<file path="src/rtl/if_fetch_ctrl.sv">
// Fetch sequencer for the IF stage.
// Issues requests to a variable-latency instruction memory. Drives the PC hold
// (pc_freeze) and delivers instruction/valid to the IF/ID register. Arbitrates
// between memory wait states, ID back-pressure (hazard_stall) and EX branch
// redirects (Br_taken). A redirect always wins over every other condition.
module if_fetch_ctrl #(
  parameter int unsigned TIMEOUT   = 255,
  parameter int unsigned CNT_W     = 8,
  parameter logic [31:0] NOP_INSTR = 32'h0
) (
  input  logic        clk,
  input  logic        rst,
  input  logic        hazard_stall,
  input  logic        Br_taken,
  input  logic [31:0] pc_cur,
  output logic        imem_req,
  output logic [31:0] imem_addr,
  input  logic        imem_ack,
  input  logic [31:0] imem_rdata,
  output logic        pc_freeze,
  output logic        flush_id,
  output logic        if_valid,
  output logic [31:0] if_instr,
  output logic        timeout_err
);

  // IDLE    : no request outstanding, next cycle issues at pc_cur
  // WAIT    : request outstanding, its data is wanted
  // HOLD    : data captured while ID stalled, parked in the hold buffer
  // DISCARD : request outstanding but made stale by a redirect
  typedef enum logic [1:0] {
    S_IDLE    = 2'd0,
    S_WAIT    = 2'd1,
    S_HOLD    = 2'd2,
    S_DISCARD = 2'd3
  } state_t;

  localparam logic [CNT_W-1:0] TIMEOUT_CNT = CNT_W'(TIMEOUT);

  state_t           state_reg;
  logic [31:0]      hold_buf_reg;
  logic [CNT_W-1:0] wait_cnt_reg;

  // Main sequencer: state plus every registered output toward memory and IF/ID.
  always_ff @(posedge clk or negedge rst) begin
    if (!rst) begin
      state_reg    <= S_IDLE;
      imem_req     <= 1'b0;
      imem_addr    <= 32'h0;
      if_valid     <= 1'b0;
      if_instr     <= NOP_INSTR;
      hold_buf_reg <= 32'h0;
    end else begin
      case (state_reg)
        S_IDLE: begin
          // On a redirect the PC is loading the target this edge, so the
          // request goes out one cycle later from the updated pc_cur.
          if (!Br_taken) begin
            imem_addr <= pc_cur;
            imem_req  <= 1'b1;
            state_reg <= S_WAIT;
          end
        end

        S_WAIT: begin
          if (Br_taken) begin
            if_valid <= 1'b0;
            if (imem_ack) begin
              // Response arrived together with the redirect: simply drop it.
              imem_req  <= 1'b0;
              state_reg <= S_IDLE;
            end else begin
              // Request cannot be withdrawn; wait it out and discard the data.
              state_reg <= S_DISCARD;
            end
          end else if (imem_ack) begin
            if (!hazard_stall) begin
              // Back-to-back issue keeps a zero-wait memory at one per cycle.
              if_instr  <= imem_rdata;
              if_valid  <= 1'b1;
              imem_addr <= pc_cur + 32'd4;
            end else begin
              hold_buf_reg <= imem_rdata;
              imem_req     <= 1'b0;
              state_reg    <= S_HOLD;
            end
          end else if (!hazard_stall) begin
            // ID consumed what it had and nothing new arrived: bubble.
            if_valid <= 1'b0;
          end
        end

        S_HOLD: begin
          if (Br_taken) begin
            if_valid  <= 1'b0;
            state_reg <= S_IDLE;
          end else if (!hazard_stall) begin
            if_instr  <= hold_buf_reg;
            if_valid  <= 1'b1;
            imem_addr <= pc_cur + 32'd4;
            imem_req  <= 1'b1;
            state_reg <= S_WAIT;
          end
        end

        S_DISCARD: begin
          // A second redirect here only moves the PC; the stale request is
          // still the one outstanding, so only its ack matters.
          if (imem_ack) begin
            imem_req  <= 1'b0;
            state_reg <= S_IDLE;
          end
        end

        default: state_reg <= S_IDLE;
      endcase
    end
  end

  // Wait counter and sticky timeout flag; the fetch keeps waiting after timeout.
  always_ff @(posedge clk or negedge rst) begin
    if (!rst) begin
      wait_cnt_reg <= '0;
      timeout_err  <= 1'b0;
    end else begin
      if (wait_cnt_reg == TIMEOUT_CNT) begin
        timeout_err <= 1'b1;
      end
      if (imem_ack) begin
        wait_cnt_reg <= '0;
      end else if (imem_req && (wait_cnt_reg != TIMEOUT_CNT)) begin
        wait_cnt_reg <= wait_cnt_reg + 1'b1;
      end
    end
  end

  // PC hold: released on redirect or when an instruction is accepted this edge.
  always_comb begin
    pc_freeze = 1'b1;
    if (!rst) begin
      pc_freeze = 1'b1;
    end else if (Br_taken) begin
      pc_freeze = 1'b0;
    end else begin
      case (state_reg)
        S_WAIT:  pc_freeze = !(imem_ack && !hazard_stall);
        S_HOLD:  pc_freeze = hazard_stall;
        default: pc_freeze = 1'b1;
      endcase
    end
  end

  assign flush_id = Br_taken & rst;

endmodule

</file>
<file path="config.mk">
export PLATFORM = sky130hd
export DESIGN_NAME = if_fetch_ctrl
export DESIGN_NICKNAME = d
export VERILOG_FILES = /design/src/rtl/if_fetch_ctrl.sv
export SDC_FILE = /design/constraint.sdc
export NUM_CORES = 1
export LEC_CHECK = 0
export ABC_AREA = 1
export BUFFER_PORTS_ARGS = -buffer_cell sky130_fd_sc_hd__buf_2
export CAP_MARGIN = 0
export CORE_AREA = 3 3 112 114
export CTS_CLUSTER_DIAMETER = 80
export CTS_CLUSTER_SIZE = 24
export DETAILED_ROUTE_END_ITERATION = 8
export DIE_AREA = 0 0 115 117
export GPL_TIMING_DRIVEN = 0
export PLACE_DENSITY = 0.71
export SETUP_SLACK_MARGIN = 0.2
export SLEW_MARGIN = 20
export SYNTH_ARGS = -nofsm -noshare
export SYNTH_HDL_FRONTEND = slang
export SYNTH_SLANG_ARGS = --single-unit
</file>
<file path="constraint.sdc">
create_clock -name clk -period 2.2 [get_ports clk]
set_input_delay 0.22 -clock clk [delete_from_list [all_inputs] [get_ports clk]]
set_output_delay 0.22 -clock clk [all_outputs]
set_load 0.005 [all_outputs]
</file>
==> impl_metrics.toml <==
[outcome]
status = "complete, no violations"

[die]
initial_core_util = 0.499
pin_count = 138
fp-row-count = 39
fp.dieW_um = 115
dieArea_sq_mm = 0.0135
core_sq_mm = 0.0115
die_h_um = 117

[min_path]
min_to = "imem_addr[1]$_DFFE_PN0P_"
hp-start = "pc_cur[1]"
min_path_cells = 3
hold_class = "in -> reg"

[sta]
final_hold_viol_count = 0
setup_viol = 0
tightest_slew_ns = 0.439
drv_slew = 0
period_share = 0.872
rsz0062_at_grt = "yes"
worst_slew_margin_rel = 0.707
final.min_clock_period_ns = 1.92
hold_ws_ns = 0.0768
skew_ns = 0.00459
fmax_mhz = 521

[yosys]
ys.flop_type = "dfrtp_1"
ys_seq_area_frac = 0.475
synth_common_cells = "nand2_1 (211), dfrtp_1 (109), nor2_1 (79)"
synth_simple_gate_area_frac = 0.264
ys_types = 33
ys_async_sr_fraction = 1.00
synth.avg_cell_area_sq_um = 7.78
syn_nets = 815
synth_edf_count = 0
synth_top_cells_by_area = "dfrtp_1 (47%), nand2_1 (14%), o21ai_0 (6.7%)"
yosys_warnings = 0
yosysTopAreaCell = "dfrtp_1"
muxShareOfSynthArea = 0
synth-xor-area-share = 0.0122
synth_top_family_by_area = "simple AND/OR/NAND/NOR gates"
yosysTopAreaCellShare = 0.475
syn_area_sq_mm = 0.00575
syn_inst = 739
synth_compound_area_frac = 0.151
synth.most_common_cell = "nand2_1"
synth-seq-cells = 109
synthAdderAreaFrac = 0.0152

[power_and_ir_drop]
p_seq_frac = 0.399
swShare = 0.385
p_clk_frac = 0.178
irDropWorstVdd_mv = 0.582
p_int_mw = 5.26
p_comb_frac = 0.422
switchingPower_mw = 3.29
leakagePower_nw = 3.58
total_power_mw = 8.55
p_per_area_mw_per_mm2 = 1230

[routing]
postRouteAntennaNets = 0
drtIter0Drc = 295
vias_per_cell = 5.05
drt_wl_total_mm = 14.3
drcViolationCount = 0
vias = 5242
drtPass1Iterations = 5
drt-wirelength-per-cell_um = 13.8

[cells_and_area]
drive_gt1_frac = 0.253
instances_no_fill = 1038
area_delta_synth_final_pct = 21.4
n_antenna_cell = 0
nets = 966
design_area_sq_mm = 0.00698

[grt]
grt_pass1_wl_mm = 23.3
grtUsageTotal = 0.215
overflow = 0
antenna_found_initial = 1
grt_pass1_vias = 5071
grt_max_degree = 61

[cts]
cts_buffers = 9
htree_levels = 3
cts_root_buf = "clkbuf_16"
cts_tree = "done"
cts_sinks = 109
clk_latency_ns = 0.34
clk_path_buf_depth = 2
path_clk_slew_ns = 0.07

[worst_setup_path]
crit_path_start_kind = "flop"
max_stage_delay_ns = 0.37
crit_type = "reg -> out"
rrSetupSlack_ns = 0.32
rr_startpoint = "state_reg[0]$_DFFE_PN0P_"
crit_slowest_cell = "dfrtp_1"
path_buf_inv = 3
cp.required_ns = 1.98
reg2reg_depth = 10
cp_cell_sequence = "inv_1, ha_4, buf_6, nand2_1, nor3_2, nor2_1, buf_2"
critPathMaxFanout = 10
cp_top_family = "flip-flops"
crit_path_end_kind = "primary output"
arrival_ns = 1.70
reg2reg_to = "imem_addr[30]$_DFFE_PN0P_"

[place]
place_area_sq_mm = 0.00664
numPortBuffers = 135
dp_cells = 1018
gp_routability_congestion = 0.880
dpl.hpwl_mm = 10.9

[run]
maxCapViolCount = 0
worst max path at each step:
| stage | start | to | cells past startpoint |
|---|---|---|---|
| after global placement | rst | pc_freeze | 5 |
| after CTS | rst | pc_freeze | 6 |
| after floorplan | state_reg[0]$_DFFE_PN0P_ | imem_addr[24]$_DFFE_PN0P_ | 10 |
| final | state_reg[0]$_DFFE_PN0P_ | pc_freeze | 7 |
| after detailed placement | state_reg[1]$_DFFE_PN0P_ | imem_addr[4]$_DFFE_PN0P_ | 7 |
| after global routing | state_reg[1]$_DFFE_PN0P_ | if_instr[11]$_DFFE_PN0P_ | 8 |
power by group through the flow:
| stage | registers, mW | logic (mW) | clock network, mW |
|---|---|---|---|
| floorplan | 3.43 | 2.17 | 0 |
| global placement | 3.40 | 3.41 | 0 |
| detailed placement | 3.44 | 3.51 | 0 |
| CTS | 3.41 | 3.59 | 1.56 |
| global route | 3.51 | 4.10 | 1.64 |
| finish | 3.41 | 3.61 | 1.53 |
cell families after synthesis:
logic type | Yosys count
simple gates | 367
xor+xnor | 8
buf+inv | 107
fa+ha+maj | 7
flops | 109
compound gates | 141
metrics by stage:
| step | utilization | setup TNS, ns | setup slack [ns] |
|---|---|---|---|
| 3_5_place_dp | 0.576 | 0 | 0.250 |
| 5_1_grt | 0.606 | 0 | 0.187 |
| 2_1_floorplan | - | 0 | 0.543 |
| 6_report | 0.606 | 0 | 0.281 |
| 4_1_cts | 0.604 | 0 | 0.242 |
| 3_3_place_gp | 0.573 | -37.16 | -0.730 |
layout by cell type (no fill, tap or decap), types with 3 or more instances in the layout:
cell,count
o21ai_1,3
buf_2,144
o21ai_0,76
buf_4,8
buf_6,7
ha_1,6
o211ai_1,4
clkbuf_1,8
inv_1,73
dfrtp_1,109
nor3_1,3
a21oi_2,29
nand3_1,54
nor2_2,5
nand2_1,211
xor2_1,4
nor2_1,78
a21oi_1,13
clkbuf_16,9
xnor2_1,4
inv_2,3
nand4_1,7
o21bai_1,11
repair_timing:
| action | CTS | global route |
|---|---|---|
| hold endpoints to repair | 49 | 0 |
| gates resized for setup | 3 | 10 |
| hold buffers | 1 | 0 |
| gates cloned | 0 | 0 |
| pin swaps | 0 | 0 |
| setup endpoints to repair | 1 | 47 |
| buffers inserted | 1 | 2 |
area by class of cell:
cell class	instances	area [sq um]
Multi-Input combinational cell	523	2560
Buffer	30	198
Inverter	77	292
Timing Repair Buffer	140	744
Tap cell	143	179
Fill cell	1055	4540
Clock inverter	5	35.0
Sequential cell	109	2730
Clock buffer	11	243
worst min-delay path, stage by stage:
cell,delay [ns]
buf_2,0.08
nand2_1,0.04
nand2_1,0.05
per-layer routing:
metal  track usage  wire [um]  vias up
met4        0.0681        246        0
met3        0.0612       1030       23
li1              -          -     2665
met5             0          0        -
met1         0.270       6180     2392
met2         0.361       6860      162
Power figures use the tool's default switching activity.
